==> config.mk <==
export PLATFORM = sky130hd
export DESIGN_NAME = decode_stage
export DESIGN_NICKNAME = d
export VERILOG_FILES = /design/src/rtl/decode_stage_pkg.sv /design/src/rtl/decode_stage_imm_gen.sv /design/src/rtl/decode_stage.sv
export SDC_FILE = /design/constraint.sdc
export NUM_CORES = 1
export LEC_CHECK = 0
export CORE_MARGIN = 1.5
export CORE_UTILIZATION = 54
export CTS_BUF_LIST = sky130_fd_sc_hd__clkbuf_2
export DETAILED_ROUTE_END_ITERATION = 10
export PLACE_DENSITY = 0.83
export SYNTH_ARGS = -nofsm -noshare
export SYNTH_HDL_FRONTEND = slang
export SYNTH_HIERARCHICAL = 1
export SYNTH_SLANG_ARGS = --single-unit
==> constraint.sdc <==
create_clock -name clk -period 2.6 [get_ports clk]
set_input_delay 0.26 -clock clk [delete_from_list [all_inputs] [get_ports clk]]
set_output_delay 0.26 -clock clk [all_outputs]
set_load 0.005 [all_outputs]
==> src/rtl/decode_stage_pkg.sv <==
// Shared RV32I decode definitions: opcode constants, ALU op codes,
// operand-select codes, immediate formats and the decoded payload record.
package decode_stage_pkg;

  localparam logic [6:0] OPC_LOAD   = 7'h03;
  localparam logic [6:0] OPC_OP_IMM = 7'h13;
  localparam logic [6:0] OPC_AUIPC  = 7'h17;
  localparam logic [6:0] OPC_STORE  = 7'h23;
  localparam logic [6:0] OPC_OP     = 7'h33;
  localparam logic [6:0] OPC_LUI    = 7'h37;
  localparam logic [6:0] OPC_BRANCH = 7'h63;
  localparam logic [6:0] OPC_JALR   = 7'h67;
  localparam logic [6:0] OPC_JAL    = 7'h6F;

  // ALU op codes match funct3 so OP/OP-IMM can pass funct3 straight through
  localparam logic [2:0] ALU_ADD  = 3'd0;
  localparam logic [2:0] ALU_SLL  = 3'd1;
  localparam logic [2:0] ALU_SLT  = 3'd2;
  localparam logic [2:0] ALU_SLTU = 3'd3;
  localparam logic [2:0] ALU_XOR  = 3'd4;
  localparam logic [2:0] ALU_SRL  = 3'd5;
  localparam logic [2:0] ALU_OR   = 3'd6;
  localparam logic [2:0] ALU_AND  = 3'd7;

  localparam logic [1:0] OP1_RS1  = 2'd0;
  localparam logic [1:0] OP1_PC   = 2'd1;
  localparam logic [1:0] OP1_ZERO = 2'd2;

  typedef enum logic [2:0] {
    IMM_NONE = 3'd0,
    IMM_I    = 3'd1,
    IMM_S    = 3'd2,
    IMM_B    = 3'd3,
    IMM_U    = 3'd4,
    IMM_J    = 3'd5
  } imm_fmt_e;

  // All-zero value of this record is the NOP decode
  typedef struct packed {
    logic [31:0] pc;
    logic [2:0]  alu_op;
    logic [6:0]  funct7;
    logic [4:0]  shamt;
    logic        is_r_type;
    logic [4:0]  rs1;
    logic [4:0]  rs2;
    logic [4:0]  rd;
    logic [31:0] imm;
    logic [1:0]  op1_sel;
    logic        op2_imm;
    logic        reg_write;
    logic        mem_read;
    logic        mem_write;
    logic        branch;
    logic        jump;
    logic        illegal;
  } dec_t;

endpackage

==> src/rtl/decode_stage_imm_gen.sv <==
// Combinational RV32I immediate extraction for the I/S/B/U/J formats.
// Opcode bits are not needed, so only inst[31:7] is taken.
module decode_stage_imm_gen
  import decode_stage_pkg::*;
(
  input  logic [31:7] inst,
  input  imm_fmt_e    fmt,
  output logic [31:0] imm
);

  // Select and sign-extend the immediate for the requested format
  always_comb begin
    imm = '0;
    case (fmt)
      IMM_I:   imm = {{20{inst[31]}}, inst[31:20]};
      IMM_S:   imm = {{20{inst[31]}}, inst[31:25], inst[11:7]};
      IMM_B:   imm = {{19{inst[31]}}, inst[31], inst[7], inst[30:25], inst[11:8], 1'b0};
      IMM_U:   imm = {inst[31:12], 12'b0};
      IMM_J:   imm = {{11{inst[31]}}, inst[31], inst[19:12], inst[20], inst[30:21], 1'b0};
      default: imm = '0;
    endcase
  end

endmodule

==> src/rtl/decode_stage.sv <==
// RV32I decode stage: combinational decode feeding a two-entry skid buffer.
// Optional macro DECODE_ILLEGAL_CHECK_EN enables illegal-encoding detection;
// without it `illegal` is always 0 and unknown opcodes simply decode as NOP.
module decode_stage
  import decode_stage_pkg::*;
(
  input  logic        clk,
  input  logic        rst,
  input  logic        flush,
  input  logic        in_valid,
  output logic        in_ready,
  input  logic [31:0] in_inst,
  input  logic [31:0] in_pc,
  output logic        out_valid,
  input  logic        out_ready,
  output logic [31:0] out_pc,
  output logic [2:0]  alu_op,
  output logic [6:0]  funct7,
  output logic [4:0]  shamt,
  output logic        is_r_type,
  output logic [4:0]  rs1,
  output logic [4:0]  rs2,
  output logic [4:0]  rd,
  output logic [31:0] imm,
  output logic [1:0]  op1_sel,
  output logic        op2_imm,
  output logic        reg_write,
  output logic        mem_read,
  output logic        mem_write,
  output logic        branch,
  output logic        jump,
  output logic        illegal
);

  logic [6:0]  opcode;
  logic [2:0]  f3;
  logic [6:0]  f7;
  imm_fmt_e    fmt_p0;
  logic [31:0] imm_p0;
  logic        bad_p0;
  dec_t        dec_p0;

  dec_t        main_p1;
  dec_t        skid_p1;
  logic        vld_p1;
  logic        skid_vld_p1;

  assign opcode = in_inst[6:0];
  assign f3     = in_inst[14:12];
  assign f7     = in_inst[31:25];

  // ---- stage p0: combinational decode ----

  // Immediate format chosen by opcode alone
  always_comb begin
    fmt_p0 = IMM_NONE;
    case (opcode)
      OPC_OP_IMM, OPC_LOAD, OPC_JALR: fmt_p0 = IMM_I;
      OPC_STORE:                      fmt_p0 = IMM_S;
      OPC_BRANCH:                     fmt_p0 = IMM_B;
      OPC_LUI, OPC_AUIPC:             fmt_p0 = IMM_U;
      OPC_JAL:                        fmt_p0 = IMM_J;
      default:                        fmt_p0 = IMM_NONE;
    endcase
  end

  decode_stage_imm_gen imm_gen (
    .inst (in_inst[31:7]),
    .fmt  (fmt_p0),
    .imm  (imm_p0)
  );

`ifdef DECODE_ILLEGAL_CHECK_EN
  // Flag unknown opcodes and funct7 values the ALU cannot honour
  always_comb begin
    bad_p0 = 1'b0;
    case (opcode)
      OPC_OP:
        bad_p0 = !((f7 == 7'h00) || ((f7 == 7'h20) && ((f3 == 3'd0) || (f3 == 3'd5))));
      OPC_OP_IMM:
        if (f3 == 3'd1)      bad_p0 = (f7 != 7'h00);
        else if (f3 == 3'd5) bad_p0 = !((f7 == 7'h00) || (f7 == 7'h20));
        else                 bad_p0 = 1'b0;
      OPC_LOAD, OPC_STORE, OPC_BRANCH, OPC_JAL, OPC_JALR, OPC_LUI, OPC_AUIPC:
        bad_p0 = 1'b0;
      default:
        bad_p0 = 1'b1;
    endcase
  end
`else
  assign bad_p0 = 1'b0;
`endif

  // Crack the instruction into ALU control, register indices and enables
  always_comb begin
    dec_p0    = '0;
    dec_p0.pc = in_pc;
    case (opcode)
      OPC_OP: begin
        dec_p0.alu_op    = f3;
        dec_p0.funct7    = f7;
        dec_p0.is_r_type = 1'b1;
        dec_p0.rs1       = in_inst[19:15];
        dec_p0.rs2       = in_inst[24:20];
        dec_p0.rd        = in_inst[11:7];
        dec_p0.reg_write = 1'b1;
      end
      OPC_OP_IMM: begin
        dec_p0.alu_op    = f3;
        // only the shifts carry funct7 (bit 5 selects SRAI)
        dec_p0.funct7    = ((f3 == 3'd1) || (f3 == 3'd5)) ? f7 : 7'h00;
        dec_p0.shamt     = in_inst[24:20];
        dec_p0.rs1       = in_inst[19:15];
        dec_p0.rd        = in_inst[11:7];
        dec_p0.imm       = imm_p0;
        dec_p0.op2_imm   = 1'b1;
        dec_p0.reg_write = 1'b1;
      end
      OPC_LOAD: begin
        dec_p0.rs1       = in_inst[19:15];
        dec_p0.rd        = in_inst[11:7];
        dec_p0.imm       = imm_p0;
        dec_p0.op2_imm   = 1'b1;
        dec_p0.reg_write = 1'b1;
        dec_p0.mem_read  = 1'b1;
      end
      OPC_STORE: begin
        dec_p0.rs1       = in_inst[19:15];
        dec_p0.rs2       = in_inst[24:20];
        dec_p0.imm       = imm_p0;
        dec_p0.op2_imm   = 1'b1;
        dec_p0.mem_write = 1'b1;
      end
      OPC_BRANCH: begin
        dec_p0.rs1       = in_inst[19:15];
        dec_p0.rs2       = in_inst[24:20];
        dec_p0.imm       = imm_p0;
        dec_p0.op1_sel   = OP1_PC;
        dec_p0.op2_imm   = 1'b1;
        dec_p0.branch    = 1'b1;
      end
      OPC_JAL: begin
        dec_p0.rd        = in_inst[11:7];
        dec_p0.imm       = imm_p0;
        dec_p0.op1_sel   = OP1_PC;
        dec_p0.op2_imm   = 1'b1;
        dec_p0.reg_write = 1'b1;
        dec_p0.jump      = 1'b1;
      end
      OPC_JALR: begin
        dec_p0.rs1       = in_inst[19:15];
        dec_p0.rd        = in_inst[11:7];
        dec_p0.imm       = imm_p0;
        dec_p0.op2_imm   = 1'b1;
        dec_p0.reg_write = 1'b1;
        dec_p0.jump      = 1'b1;
      end
      OPC_LUI: begin
        dec_p0.rd        = in_inst[11:7];
        dec_p0.imm       = imm_p0;
        dec_p0.op1_sel   = OP1_ZERO;
        dec_p0.op2_imm   = 1'b1;
        dec_p0.reg_write = 1'b1;
      end
      OPC_AUIPC: begin
        dec_p0.rd        = in_inst[11:7];
        dec_p0.imm       = imm_p0;
        dec_p0.op1_sel   = OP1_PC;
        dec_p0.op2_imm   = 1'b1;
        dec_p0.reg_write = 1'b1;
      end
      default: dec_p0.alu_op = ALU_ADD;
    endcase
    if (bad_p0) begin
      dec_p0         = '0;
      dec_p0.pc      = in_pc;
      dec_p0.illegal = 1'b1;
    end
  end

  // ---- stage p1: two-entry skid buffer ----

  // Main entry drives the outputs; skid entry catches one beat of backpressure
  always_ff @(posedge clk) begin
    if (rst) begin
      vld_p1      <= 1'b0;
      skid_vld_p1 <= 1'b0;
      main_p1     <= '0;
      skid_p1     <= '0;
    end else if (flush) begin
      vld_p1      <= 1'b0;
      skid_vld_p1 <= 1'b0;
    end else begin
      case ({vld_p1, skid_vld_p1})
        2'b00: begin
          if (in_valid) begin
            main_p1 <= dec_p0;
            vld_p1  <= 1'b1;
          end
        end
        2'b10: begin
          if (out_ready) begin
            if (in_valid) main_p1 <= dec_p0;
            else          vld_p1  <= 1'b0;
          end else if (in_valid) begin
            skid_p1     <= dec_p0;
            skid_vld_p1 <= 1'b1;
          end
        end
        2'b11: begin
          if (out_ready) begin
            main_p1     <= skid_p1;
            skid_vld_p1 <= 1'b0;
          end
        end
        default: begin
          main_p1     <= skid_p1;
          vld_p1      <= 1'b1;
          skid_vld_p1 <= 1'b0;
        end
      endcase
    end
  end

  assign in_ready  = ~skid_vld_p1;
  assign out_valid = vld_p1;
  assign out_pc    = main_p1.pc;
  assign alu_op    = main_p1.alu_op;
  assign funct7    = main_p1.funct7;
  assign shamt     = main_p1.shamt;
  assign is_r_type = main_p1.is_r_type;
  assign rs1       = main_p1.rs1;
  assign rs2       = main_p1.rs2;
  assign rd        = main_p1.rd;
  assign imm       = main_p1.imm;
  assign op1_sel   = main_p1.op1_sel;
  assign op2_imm   = main_p1.op2_imm;
  assign reg_write = main_p1.reg_write;
  assign mem_read  = main_p1.mem_read;
  assign mem_write = main_p1.mem_write;
  assign branch    = main_p1.branch;
  assign jump      = main_p1.jump;
  assign illegal   = main_p1.illegal;

endmodule

==> results of run 1 <==
[worst reg2reg max path, delay by kind of cell, from the launching register on]
family	cells	cell delay, ps
AND/OR/NAND/NOR	3	700
AO/OA/AOI/OAI	1	130
flip-flops	1	370
buffers and inverters	2	950
[state kept, by name, summed over array words and instances (netlist names), 2 cells and up]
signal	count
skid_p1	103
funct7	7
rd	5
rs2	5
imm	32
op1_sel	2
shamt	5
alu_op	3
rs1	5
out_pc	32
[kinds of logic after synthesis]
logic type                count (synthesis)  share of synthesized area, %
and+or+nand+nor                         342                          17.6
DFF                                     208                          46.9
AOI/OAI and AO/OA                       328                          26.5
muxes                                    32                          3.61
other                                     1                        0.0422
xor gates and xnor gates                  1                        0.0987
buffers and inverters                   105                          5.26
[repair_timing]
item	CTS	global route
hold buffers	19	0
hold endpoints to repair	51	0
setup endpoints to repair	0	1
gates resized for setup	0	1
[per-layer routing]
layer | wire, um | share of wire, % | vias up | global-route usage (%)
met4 | 717 | 2.8 | 0 | 12.2
met3 | 2110 | 8.2 | 57 | 6.13
met2 | 12300 | 48 | 411 | 47.1
met1 | 10500 | 41 | 4088 | 37.9
li1 | - | - | 4138 | -
met5 | 0 | 0 | - | 0
[worst max path at each step]
stage / start / end / slack (ps) / cells past startpoint
2_1_floorplan: in_inst[3] / imm[30] / 270 / 13
3_3_place_gp: in_inst[1] / imm[30] / -190 / 9
3_5_place_dp: in_inst[1] / imm[24] / -260 / 9
4_1_cts: skid_vld_p1 / in_ready / 80 / 3
5_1_grt: skid_vld_p1 / in_ready / 100 / 3
6_report: skid_vld_p1 / in_ready / 230 / 3
[where the power goes]
group	switching, mW	leakage (nW)	total [mW]	internal [mW]
Sequential	0.0633	1.69	3.36	3.29
Clock	1.31	0.345	2.15	0.848
Combinational	0.385	2.15	0.812	0.426
[cells in the mapped netlist, types with 3 or more instances]
cell and number:
a211oi_1 48, a211oi_2 3, a21o_1 9, a21oi_1 108
a221oi_1 22, a22o_1 40, a22oi_1 31, and2_1 8
buf_1 9, buf_2 28, buf_4 8, clkbuf_1 56
dfxtp_1 208, mux2i_1 32, nand2_1 152, nand2b_1 6
nand3_1 35, nor2_1 79, nor3_1 30, nor4_1 5
o211ai_1 5, o21ai_0 10, o21ai_1 3, o311ai_0 33
or2_2 3, or3_1 3
[stage by stage]
stage | utilization [%] | setup WS, ps
floorplan | - | 274
global placement | 68.0 | -189
detailed placement | 68.0 | -260
CTS | 72.1 | 80.6
global route | 72.1 | 96.2
finish | 72.1 | 232
[layout make-up]
class                           count  area (um^2)  share of cell area, %
Multi-Input combinational cell    704         4260                   36.9
Sequential cell                   208         4170                   36.1
Clock buffer                       72          360                   3.12
Clock inverter                     19          103                  0.889
Antenna cell                        1         2.50                 0.0217
Timing Repair Buffer              244         2360                   20.5
Inverter                            3         11.3                 0.0976
Tap cell                          216          270                   2.34
==> summary.txt, run 1 <==
Synth top area share: 46.9%
Syn_nets: 1086
Slew headroom: 53.8%
Final Cell Area: 11500 um^2
Worst Setup Path Type: flip-flop to output pin
Worst hold endpoint: skid_p1[80]
Placement Rows: 46
Clock root cell: clkbuf_2
Delay-heaviest family, CP: buffers and inverters
Mapped Cells: 1017
Most used flip-flop cell after synthesis: dfxtp_1
Warnings, synthesis: 6
Final cycle utilization of the critical path: 91.1%
Area post-placement: 10900 um^2
R2R setup slack: 420 ps
Syn Std Cell Area: 8880 um^2
Area leader, netlist: dfxtp_1
Status: finished, final reports clean
Final setup TNS: 0 ps
Post-Layout Cell Count: 1467
Die height: 131 um
Leak: 4.19 nW
# port buffers: 173
Max-cap violations: 0
Asr flop ratio synth: 0%
Routability Congestion: 0.846
Largest net degree at the start of global routing: 71
Clock-pin transition on the worst setup and hold timing paths: 90 ps
Hold crit path type: input port to flip-flop
HP Start: in_pc[8]
CP Cell Sequence: clkinv_1 > buf_6 > clkdlybuf4s50_1
Placed cells: 1356
Fillers: 1314
RSZ-0062 raised after global routing: false
Die extent in x: 131 um
VDD IR-drop max: 302 uV
R2R Path Start: skid_vld_p1
Layout area overhead: 29.9%
Critical path buffer and inverter count: 3
Critical Path Max Stage Delay: 570 ps
Final global-route overflow total: 0
Tmin final: 2370 ps
Post-synth EDFFs: 0
Fmax: 0.422 GHz
# IOs: 175
DRC: 0
Total power per unit cell area: 548 nW/um^2
Fin. max-slew vios: 0
Register bit total from synthesis: 208
NumNets Final: 1282
Post-CTS setup buffer count: 0
Vias in the first global route: 8218
Ranking of synthesized cells by area: dfxtp_1 (47%), nand2_1 (6.4%), a21oi_1 (6.1%)
Fin Clk Skew: 63.4 ps
Final antenna-violating net count: 0
Clock buffer depth: 3
Hold_ws: 77.2 ps
Total Power: 6.32 mW
Crit Path Max Fanout: 45
Crit path max-delay cell type: clkdlybuf4s50_1
Detailed Place HPWL: 16100 um
Worst hold path stage count: 3
Routed wire length: 25600 um
Clock Latency Late Sink: 800 ps
CTS tree: yes
Share of layout cells above drive strength 1: 12.4%
Initial core utilization: 55.5%
Cell variety after synth: 60
Most common cell after layout, fill and taps aside: dfxtp_1
Synthesized area per cell: 8.73 um^2
Total GRT Usage: 29.2%
First-pass GRT wire length: 41700 um
Routed WL per cell: 17.5 um
DRT iter0 DRCs: 849
Vias per inst: 5.93
Worst-Margin Slew: 689 ps
CTS Buf Count: 52
Initial antenna violation count: 1
Seq/Total Area, Yosys: 46.9%
DRT Pass-1 Iters: 5
Clock net sink count: 208
Core Area: 16000 um^2
R2R depth: 6
Die area: 17200 um^2
CP Capture Type: output pin
Via Count: 8694
H-tree depth: 2
Critical Path RT: 2340 ps
Commonest cells after routing, fill and taps aside: dfxtp_1 (207), clkdlybuf4s50_1 (172), nand2_1 (151)
Startpoint types: flip-flop
Arrival @ worst endpoint: 2110 ps
Setup Viol. Count Final: 0
End of the worst register-to-register path: skid_p1[97]
Final hold vios: 0
No activity file was read; power rests on OpenSTA's default activity.
==> inputs of run 2 (changes only) <==
--- a/config.mk
+++ b/config.mk
@@ -5,6 +5,7 @@
 export SDC_FILE = /design/constraint.sdc
 export NUM_CORES = 1
 export LEC_CHECK = 0
+export CORE_ASPECT_RATIO = 0.75
 export CORE_MARGIN = 1.5
 export CORE_UTILIZATION = 54
 export CTS_BUF_LIST = sky130_fd_sc_hd__clkbuf_2
==> summary.txt, run 2 (synthesis results as in run 1) <==
Crit Path Max Fanout: 9 (was 45)
Final hold vios: 0 (unchanged)
Fmax: 0.442 GHz (was 0.422 GHz)
Vias in the first global route: 8176 (was 8218)
Post-CTS setup buffer count: 0 (unchanged)
Clock buffer depth: 3 (unchanged)
Critical Path Max Stage Delay: 570 ps (about the same)
Hold crit path type: input port to flip-flop (unchanged)
Reg with most FFs: skid_p1 (unchanged)
Clock net sink count: 208 (unchanged)
End of the worst register-to-register path: rs2[2] (was skid_p1[97])
Tmin final: 2260 ps (was 2370 ps)
Final cycle utilization of the critical path: 87.1% (was 91.1%)
Hold_buf cts: 0 (was 19)
Fillers: 1295 (was 1314)
DP Worst Slack: -282 ps (was -260 ps)
Initial antenna violation count: 0 (was 1)
Post-Layout Cell Count: 1428 (was 1467)
Arrival @ worst endpoint: 2000 ps (was 2110 ps)
Die height: 114 um (was 131 um)
DRT Pass-1 Iters: 5 (unchanged)
Clock Latency Late Sink: 760 ps (was 800 ps)
Setup Viol. Count Final: 0 (unchanged)
Layout area overhead: 27.1% (was 29.9%)
CTS Buf Count: 49 (was 52)
Routed WL per cell: 18.3 um (was 17.5 um)
CTS tree: yes (unchanged)
Clock-pin transition on the worst setup and hold timing paths: 120 ps (was 90 ps)
Initial core utilization: 55.3% (was 55.5%)
Placement Rows: 40 (was 46)
Final Cell Area: 11300 um^2 (was 11500 um^2)
Placed cells: 1348 (was 1356)
Routability Congestion: 0.890 (was 0.846)
Commonest cells after routing, fill and taps aside: dfxtp_1 (207), clkdlybuf4s50_1 (172), nand2_1 (151) (unchanged)
Slew headroom: 49.1% (was 53.8%)
# port buffers: 173 (unchanged)
Final global-route overflow total: 0 (unchanged)
N_diodes: 0 (was 1)
Routed wire length: 26100 um (was 25600 um)
DRC: 0 (unchanged)
Core Area: 16100 um^2 (was 16000 um^2)
Max FFs per register: 103 (unchanged)
Critical Path RT: 2340 ps (about the same)
First-pass GRT wire length: 41300 um (was 41700 um)
Max-cap violations: 0 (unchanged)
Worst setup margin: 336 ps (was 232 ps)
Area post-placement: 10900 um^2 (about the same)
Vias per inst: 6.11 (was 5.93)
Status: finished, final reports clean (unchanged)
# IOs: 175 (unchanged)
Critical path buffer and inverter count: 2 (was 3)
Fin. max-slew vios: 0 (unchanged)
Die area: 17200 um^2 (about the same)
Leak: 4.07 nW (was 4.19 nW)
Total power per unit cell area: 554 nW/um^2 (was 548 nW/um^2)
Setup crit start: skid_vld_p1 (unchanged)
Crit path max-delay cell type: clkdlybuf4s50_1 (unchanged)
Worst Setup EP: in_ready (unchanged)
CP Capture Type: output pin (unchanged)
Crit path depth: 2 (was 3)
R2R depth: 5 (was 6)
DRT iter0 DRCs: 761 (was 849)
R2R Path Start: out_valid (was skid_vld_p1)
Delay-heaviest family, CP: buffers and inverters (unchanged)
VDD IR-drop max: 269 uV (was 302 uV)
Clock root cell: clkbuf_2 (unchanged)
Startpoint types: flip-flop (unchanged)
NumNets Final: 1258 (was 1282)
Post_cts resized: 0 (unchanged)
Most common cell after layout, fill and taps aside: dfxtp_1 (unchanged)
R2R setup slack: 690 ps (was 420 ps)
H-tree depth: 2 (unchanged)
Die extent in x: 151 um (was 131 um)
CP Cell Sequence: clkinv_1 > clkdlybuf4s50_1 (was clkinv_1 > buf_6 > clkdlybuf4s50_1)
Worst-Margin Slew: 763 ps (was 689 ps)
RSZ-0062 raised after global routing: false (unchanged)
Via Count: 8726 (was 8694)
Hold_ws: 71.3 ps (was 77.2 ps)
Worst Setup Path Type: flip-flop to output pin (unchanged)
Final antenna-violating net count: 0 (unchanged)
HP Start: rst (was in_pc[8])
Share of layout cells above drive strength 1: 12.5% (was 12.4%)
Detailed Place HPWL: 16500 um (was 16100 um)
Total GRT Usage: 29.8% (was 29.2%)
Largest net degree at the start of global routing: 113 (was 71)
Fin Clk Skew: 59.3 ps (was 63.4 ps)
==> run 2: cell count changes in the layout (fill, tap and decap cells not counted), sizes merged <==
cell / change
clkinv: -10
diode: -1
inv: -1
buf: -2
dlygate4sd3: -19
==> run 2: area by class of cell <==
type,count,area [um^2],area share (%)
clock buffers,72,360,3.19
clock inverters,8,65.1,0.577
inverters,3,11.3,0.0998
multi-input cells,704,4260,37.8
flip-flops and latches,208,4170,36.9
well taps,210,263,2.33
repair buffers,223,2150,19.1
==> run 2: routing by layer <==
metal	wire, um	track usage (%)	vias to the layer above
li1	-	-	4087
met1	11700	42.8	4135
met2	11500	44.0	465
met3	2540	6.76	39
met4	408	10.1	0
met5	0	0	-
==> run 2: metrics by stage <==
stage          total power [mW]  util, %  TNS, ps
2_1_floorplan              3.75        -        0
3_3_place_gp               4.20     67.6    -2350
3_5_place_dp               4.21     67.6    -4540
4_1_cts                    6.28     70.2        0
5_1_grt                    6.54     70.2        0
6_report                   6.25     70.2        0
==> run 2: worst min path at each step <==
stage / endpoint / slack [ps] / cells past startpoint
finish: skid_p1[101] / 70 / 2
global route: skid_p1[101] / 30 / 3
CTS: skid_p1[102] / 20 / 2
detailed placement: skid_p1[57] / 440 / 2
global placement: skid_p1[57] / 440 / 2
floorplan: out_valid / 340 / 1
==> run 2: power breakdown <==
| group | leakage, nW | switching [mW] | internal [mW] |
|---|---|---|---|
| Clock | 0.325 | 1.27 | 0.827 |
| Combinational | 2.05 | 0.390 | 0.410 |
| Sequential | 1.69 | 0.0636 | 3.29 |
